`src/rtl/pomiar_obrotow.sv`:
```
// -----------------------------------------------------------------------------
// pomiar_obrotow -- encoder pulse-rate meter feeding zwracanie_digitow.
//
// Counts synchronised rising edges of the encoder input over a fixed gate
// window of GATE_CYCLES clocks. At each window close it publishes
// rpm = min(pulses * MNOZNIK, RPM_MAX) together with an overflow flag, and
// pulses rpm_valid for one cycle. rpm/przepelnienie hold between updates.
//
// Optional feature macro: DEBOUNCE_EN -- inserts a DEBOUNCE_CYCLES-deep
// level filter between the synchroniser and the edge detector.
//
// Ports:
//   clk            in   1  system clock
//   rst            in   1  synchronous reset, active-high
//   enkoder        in   1  raw encoder pulse, asynchronous to clk
//   wlacz          in   1  measurement enable
//   rpm            out  7  last measured speed, saturated to RPM_MAX
//   rpm_valid      out  1  one-cycle strobe, rpm updated this cycle
//   przepelnienie  out  1  last window saturated (scaled count > RPM_MAX)
// -----------------------------------------------------------------------------
module pomiar_obrotow #(
    parameter int GATE_CYCLES     = 1_000_000,
    parameter int MNOZNIK         = 1,
    parameter int RPM_MAX         = 99,
    parameter int DEBOUNCE_CYCLES = 4
) (
    input  logic       clk,
    input  logic       rst,
    input  logic       enkoder,
    input  logic       wlacz,
    output logic [6:0] rpm,
    output logic       rpm_valid,
    output logic       przepelnienie
);

    localparam int                GATE_W    = $clog2(GATE_CYCLES);
    localparam logic [GATE_W-1:0] GATE_LAST = GATE_W'(GATE_CYCLES - 1);
    // Wide enough that 256 * MNOZNIK never wraps for any sane scale factor.
    localparam int                SCALE_W   = 32;

    typedef enum logic [0:0] {
        STOP = 1'b0,
        LICZ = 1'b1
    } stan_t;

    // Saturating increment of the 8-bit pulse counter.
    function automatic logic [7:0] sat_inc(input logic [7:0] v, input logic inc);
        logic [7:0] r;
        if (inc && (v != 8'hFF)) begin
            r = v + 8'd1;
        end else begin
            r = v;
        end
        return r;
    endfunction

    // Clamp the scaled count to the display ceiling.
    function automatic logic [6:0] sat_rpm(input logic [SCALE_W-1:0] v);
        logic [6:0] r;
        if (v > SCALE_W'(RPM_MAX)) begin
            r = 7'(RPM_MAX);
        end else begin
            r = v[6:0];
        end
        return r;
    endfunction

    logic              sync1_r;
    logic              sync2_r;
    logic              level_s;
    logic [1:0]        mask_cnt_r;
    logic              prev_r;
    logic              edge_r;
    stan_t             state_r;
    stan_t             next_state_s;
    logic              close_s;
    logic [GATE_W-1:0] gate_cnt_r;
    logic [7:0]        pulse_cnt_r;
    logic [8:0]        total_s;
    logic [SCALE_W-1:0] scaled_s;
    logic [6:0]        rpm_r;
    logic              rpm_valid_r;
    logic              przep_r;

    // Two-flop synchroniser for the asynchronous encoder input.
    always_ff @(posedge clk) begin
        if (rst) begin
            sync1_r <= 1'b0;
            sync2_r <= 1'b0;
        end else begin
            sync1_r <= enkoder;
            sync2_r <= sync1_r;
        end
    end

`ifdef DEBOUNCE_EN
    localparam int DB_W = $clog2(DEBOUNCE_CYCLES + 1);
    logic            filt_r;
    logic [DB_W-1:0] db_cnt_r;

    // Level filter: follow the synchronised input only after it has disagreed
    // for DEBOUNCE_CYCLES consecutive cycles. While edges are masked after
    // reset the filter tracks the input directly so a held level is absorbed.
    always_ff @(posedge clk) begin
        if (rst) begin
            filt_r   <= 1'b0;
            db_cnt_r <= '0;
        end else if (mask_cnt_r != 2'd3) begin
            filt_r   <= sync2_r;
            db_cnt_r <= '0;
        end else if (sync2_r != filt_r) begin
            if (db_cnt_r == DB_W'(DEBOUNCE_CYCLES - 1)) begin
                filt_r   <= sync2_r;
                db_cnt_r <= '0;
            end else begin
                db_cnt_r <= db_cnt_r + DB_W'(1);
            end
        end else begin
            db_cnt_r <= '0;
        end
    end

    assign level_s = filt_r;
`else
    assign level_s = sync2_r;
`endif

    // Registered rising-edge detect, masked for three cycles after reset.
    // During the mask the history flop loads the pre-filter level, so an input
    // already high at reset release never looks like a fresh rising edge.
    always_ff @(posedge clk) begin
        if (rst) begin
            mask_cnt_r <= 2'd0;
            prev_r     <= 1'b0;
            edge_r     <= 1'b0;
        end else if (mask_cnt_r != 2'd3) begin
            mask_cnt_r <= mask_cnt_r + 2'd1;
            prev_r     <= sync2_r;
            edge_r     <= 1'b0;
        end else begin
            prev_r     <= level_s;
            edge_r     <= level_s & ~prev_r;
        end
    end

    // FSM state register.
    always_ff @(posedge clk) begin
        if (rst) begin
            state_r <= STOP;
        end else begin
            state_r <= next_state_s;
        end
    end

    // FSM next state and window-close decode.
    always_comb begin
        next_state_s = state_r;
        close_s      = 1'b0;
        case (state_r)
            STOP: begin
                if (wlacz) begin
                    next_state_s = LICZ;
                end else begin
                    next_state_s = STOP;
                end
            end
            LICZ: begin
                // A close still publishes even if wlacz drops on that cycle.
                close_s = (gate_cnt_r == GATE_LAST);
                if (!wlacz) begin
                    next_state_s = STOP;
                end else begin
                    next_state_s = LICZ;
                end
            end
            default: begin
                next_state_s = STOP;
            end
        endcase
    end

    // An edge on the closing cycle belongs to the closing window.
    assign total_s  = {1'b0, pulse_cnt_r} + {8'd0, edge_r};
    assign scaled_s = SCALE_W'(total_s) * SCALE_W'(MNOZNIK);

    // Gate and pulse counters; both restart on the close cycle itself so the
    // next window begins without a dead cycle, and clear when leaving LICZ.
    always_ff @(posedge clk) begin
        if (rst) begin
            gate_cnt_r  <= '0;
            pulse_cnt_r <= 8'd0;
        end else if ((state_r == LICZ) && wlacz && !close_s) begin
            gate_cnt_r  <= gate_cnt_r + GATE_W'(1);
            pulse_cnt_r <= sat_inc(pulse_cnt_r, edge_r);
        end else begin
            gate_cnt_r  <= '0;
            pulse_cnt_r <= 8'd0;
        end
    end

    // Result registers: updated only at window close, strobe lasts one cycle.
    always_ff @(posedge clk) begin
        if (rst) begin
            rpm_r       <= 7'd0;
            przep_r     <= 1'b0;
            rpm_valid_r <= 1'b0;
        end else if (close_s) begin
            rpm_r       <= sat_rpm(scaled_s);
            przep_r     <= (scaled_s > SCALE_W'(RPM_MAX));
            rpm_valid_r <= 1'b1;
        end else begin
            rpm_valid_r <= 1'b0;
        end
    end

    assign rpm           = rpm_r;
    assign rpm_valid     = rpm_valid_r;
    assign przepelnienie = przep_r;

endmodule

```
`config.mk`:
```
export PLATFORM = sky130hd
export DESIGN_NAME = pomiar_obrotow
export DESIGN_NICKNAME = d
export VERILOG_FILES = /design/src/rtl/pomiar_obrotow.sv
export SDC_FILE = /design/constraint.sdc
export NUM_CORES = 1
export LEC_CHECK = 0
export BUFFER_PORTS_ARGS = -buffer_cell sky130_fd_sc_hd__clkbuf_2
export CORE_AREA = 3 3 67 69
export DETAILED_ROUTE_END_ITERATION = 8
export DIE_AREA = 0 0 70 72
export PLACE_DENSITY = 0.73
export SLEW_MARGIN = 25
export SYNTH_ARGS = -nofsm -noshare
export SYNTH_HDL_FRONTEND = slang
export SYNTH_SLANG_ARGS = --single-unit
export TNS_END_PERCENT = 10
```
`constraint.sdc`:
```
create_clock -name clk -period 2 [get_ports clk]
set_clock_uncertainty 0.1 [all_clocks]
set_input_delay 0.1 -clock clk [delete_from_list [all_inputs] [get_ports clk]]
set_output_delay 0.1 -clock clk [all_outputs]
set_load 0.02 [all_outputs]
```
==> metrics.md <==
| Metric | Value |
|---|---|
| Via count of the routed design | `roughly 1,700` |
| H-tree lvl count | `2` |
| RSZ-0062 raised after global routing | `yes` |
| Mapped Avg Cell Area | `slightly below 9 um2` |
| Area contributors post-synth | `dfxtp_1 42%, nor2_1 8.0%, xnor2_1 7.1%` |
| Synth warn | `0` |
| Post-synth EDFFs | `0` |
| Final hold viol count | `0` |
| Crit start category | `flip-flop` |
| Post-Layout Cell Count | `around 330` |
| Hold path cells | `2` |
| Worst Hold Launch | `rst` |
| Fillcell total | `approximately 350` |
| Max Buffers Root-to-Sink | `2` |
| Top-count cell post-synth | `nor2_1` |
| Post-DP HPWL | `just over 3000 um` |
| Grt ovf | `0` |
| # nets final | `about 290` |
| Crit path max fanout | `5` |
| Top-area cell type share of the netlist area | `0.4193` |
| Global placement routability congestion | `approximately 0.90` |
| Die area | `between 5000 and 6000 um2` |
| Worst hold margin | `between 0.15 and 0.2 ns` |
| Setup ws final | `-0.0006062 ns` |
| Async set-reset flop share out of synthesis | `0` |
| Post-synth top cells | `45 x nor2_1, 44 x dfxtp_1, 17 x xnor2_1` |
| Run status | `complete, but fails checks` |
| Pwr dens | `around 620 nW/um2` |
| Starting Density | `0.5290` |
| Pre-Repair DR Iteration Count | `4` |
| First-pass GRT wire length | `about 7600 um` |
| Max Slew Vio Count | `0` |
| Hold EP | `rpm[0]$_SDFFE_PP0P_` |
| CTS tree | `built` |
| Worst vdd ir | `0.4751 mV` |
| Final Critical Period | `about 2.0 ns` |
| Synthesized instance count | `approximately 240` |
| Pre-CTS setup slack | `0.02613 ns` |
| R2R Path Start | `gate_cnt_r[11]$_SDFF_PP0_` |
| Drc violations | `0` |
| Root buffer selected by CTS | `clkbuf_8` |
| DIE HEIGHT | `72 um` |
| CTS Buf Count | `5` |
| Total GRT Usage | `0.1875` |
| Final period utilization | `1.000` |
| Routed Antenna Nets | `0` |
| Post-CTS setup buffers | `0` |
| Die Wd | `approximately 70 um` |
| Netlist cell types | `41` |
| DRT iter0 DRCs | `99` |
| Port bufs | `12` |
| Failing checks | `negative setup slack` |
| RR Endpoint | `rpm[4]$_SDFFE_PP0P_` |
| Least-Margin Pin Slew | `0.4234 ns` |
| Main synth FF type | `dfxtp_1` |
| Fin util | `0.6547` |
| Final setup TNS | `-0.0006062 ns` |
| Core region area | `slightly below 4000 um2` |
| Number of global-route vias before repair | `around 1,700` |
| Worst skew pair latency | `~0.3 ns` |
| FP Rows | `23` |
| Via-to-Cell Ratio | `about 5.3` |
| Ant. Diodes | `0` |
| Flop2flop setup slack | `-0.0006 ns` |
| Syn nets | `between 200 and 300` |
| Maxcap violations | `0` |
| Clock Sinks | `44` |
| Worst Hold Class | `in2reg` |
| Cell area after synthesis | `2101 um2` |
| Largest area contributor in the netlist | `dfxtp_1` |
| Crit Path Category | `reg2reg` |
| Tot Pwr | `about 1.6 mW` |
| Initial antenna violation count | `0` |
| Nature of the critical path endpoint | `flip-flop` |
| Part of the Yosys area used for sequential elements | `0.4193` |
| Fmax | `roughly 500 MHz` |
| Routed wire length | `about 4400 um` |
| Worst rel slew slack | `0.7177` |
| Synth Register Bits | `44` |
| DP Area | `approximately 2400 um2` |
| Layout cell share with drive strength beyond 1 | `0.2446` |
| I/O pin count | `13` |
| Drt wl/cell | `13.39 um` |
| Worst-path clk slew | `approximately 0.08 ns` |
| Pin count of the biggest net entering global routing | `29` |
| Placed cells | `318` |
| Area Overhead vs Synth | `23.76%` |
| Final instance area | `between 2000 and 3000 um2` |
| R2R depth | `5` |
| Final setup viols | `1` |
| Arrival time worst endpoint | `between 2 and 2.5 ns` |
| Leak | `between 0.9 and 1 nW` |
| Critical Path RT | `about 2.1 ns` |
-- cell families after synthesis --
logic type | after synthesis | share of synthesized area
xor gates and xnor gates | 28 | 0.1167
DFF | 44 | 0.4193
and+or+nand+nor | 123 | 0.3079
buffers and inverters | 17 | 0.03335
AOI/OAI and AO/OA | 23 | 0.07743
adders and majority gates | 6 | 0.03573
muxes | 2 | 0.009530
-- metal layers --
| metal | global-route usage | wire length, um | up-vias |
|---|---|---|---|
| li1 | - | - | 919 |
| met1 | 0.2599 | 2249 | 772 |
| met2 | 0.2833 | 1941 | 27 |
| met3 | 0.04709 | 154 | 6 |
| met4 | 0.07021 | 46 | 0 |
| met5 | 0 | 0 | - |
-- worst max-delay path by stage --
| stage | cells past startpoint | to | slack [ns] | start |
|---|---|---|---|---|
| after floorplan | 5 | rpm[4]$_SDFFE_PP0P_ | -0.0002 | gate_cnt_r[10]$_SDFF_PP0_ |
| after global placement | 5 | rpm[4]$_SDFFE_PP0P_ | 0.06 | gate_cnt_r[10]$_SDFF_PP0_ |
| after detailed placement | 5 | rpm[4]$_SDFFE_PP0P_ | 0.03 | gate_cnt_r[10]$_SDFF_PP0_ |
| after CTS | 5 | rpm[4]$_SDFFE_PP0P_ | 0.009 | gate_cnt_r[10]$_SDFF_PP0_ |
| after global routing | 5 | rpm[4]$_SDFFE_PP0P_ | -0.12 | gate_cnt_r[11]$_SDFF_PP0_ |
| final | 5 | rpm[4]$_SDFFE_PP0P_ | -0.0006 | gate_cnt_r[11]$_SDFF_PP0_ |
-- what timing repair did --
item / in CTS / in global routing
hold buffers: 2 / 0
gates resized for setup: 3 / 10
setup endpoints to repair: 2 / 9
pin swaps: 1 / 5
endpoints found under the hold margin: 2 / 0
-- flip-flops by register name (all words and copies together), names as in the netlist --
register,flops
pulse_cnt_r,8
rpm,7
edge_r,1
prev_r,1
level_s,1
sync1_r,1
rpm_valid,1
state_r,1
przepelnienie,1
gate_cnt_r,20
mask_cnt_r,2
-- layout make-up --
type	count	area, um2	area share
clock buffer	6	72.57	0.02791
clock inverter	2	35.03	0.01347
inverter	5	18.77	0.007218
multi-input combinational	182	1244	0.4783
sequential	44	887.1	0.3412
tap	50	62.56	0.02406
timing repair buffer	39	280.3	0.1078
-- cell usage in the layout, fill, tap and decap left out, types with 3 or more instances in the layout --
master     n
buf_4     24
xor2_1    11
nand3b_1   3
nand2_1   14
nor2_1    44
xnor2_1   17
clkbuf_8   5
nand4_1    8
and2_1     3
a21oi_1    4
o211ai_1   3
nor2b_1    4
and4_1     3
nor3_1     8
dfxtp_1   41
nor4_1     4
inv_1      5
clkbuf_2  12
nand3_1   14
-- power breakdown --
group          internal, mW  switching, mW  leakage, nW  total [mW]
clock network         0.371          0.301       0.0552       0.671
registers             0.887        0.00756        0.358       0.895
logic                0.0219         0.0239        0.504      0.0457
-- worst max-delay path: stages (launching register included) --
cell	delay, ns
dfxtp_1	0.31
or4_4	0.54
nor4_4	0.25
nand3_2	0.15
or4b_4	0.49
o211ai_1	0.09
No activity file was read; power rests on OpenSTA's default activity.
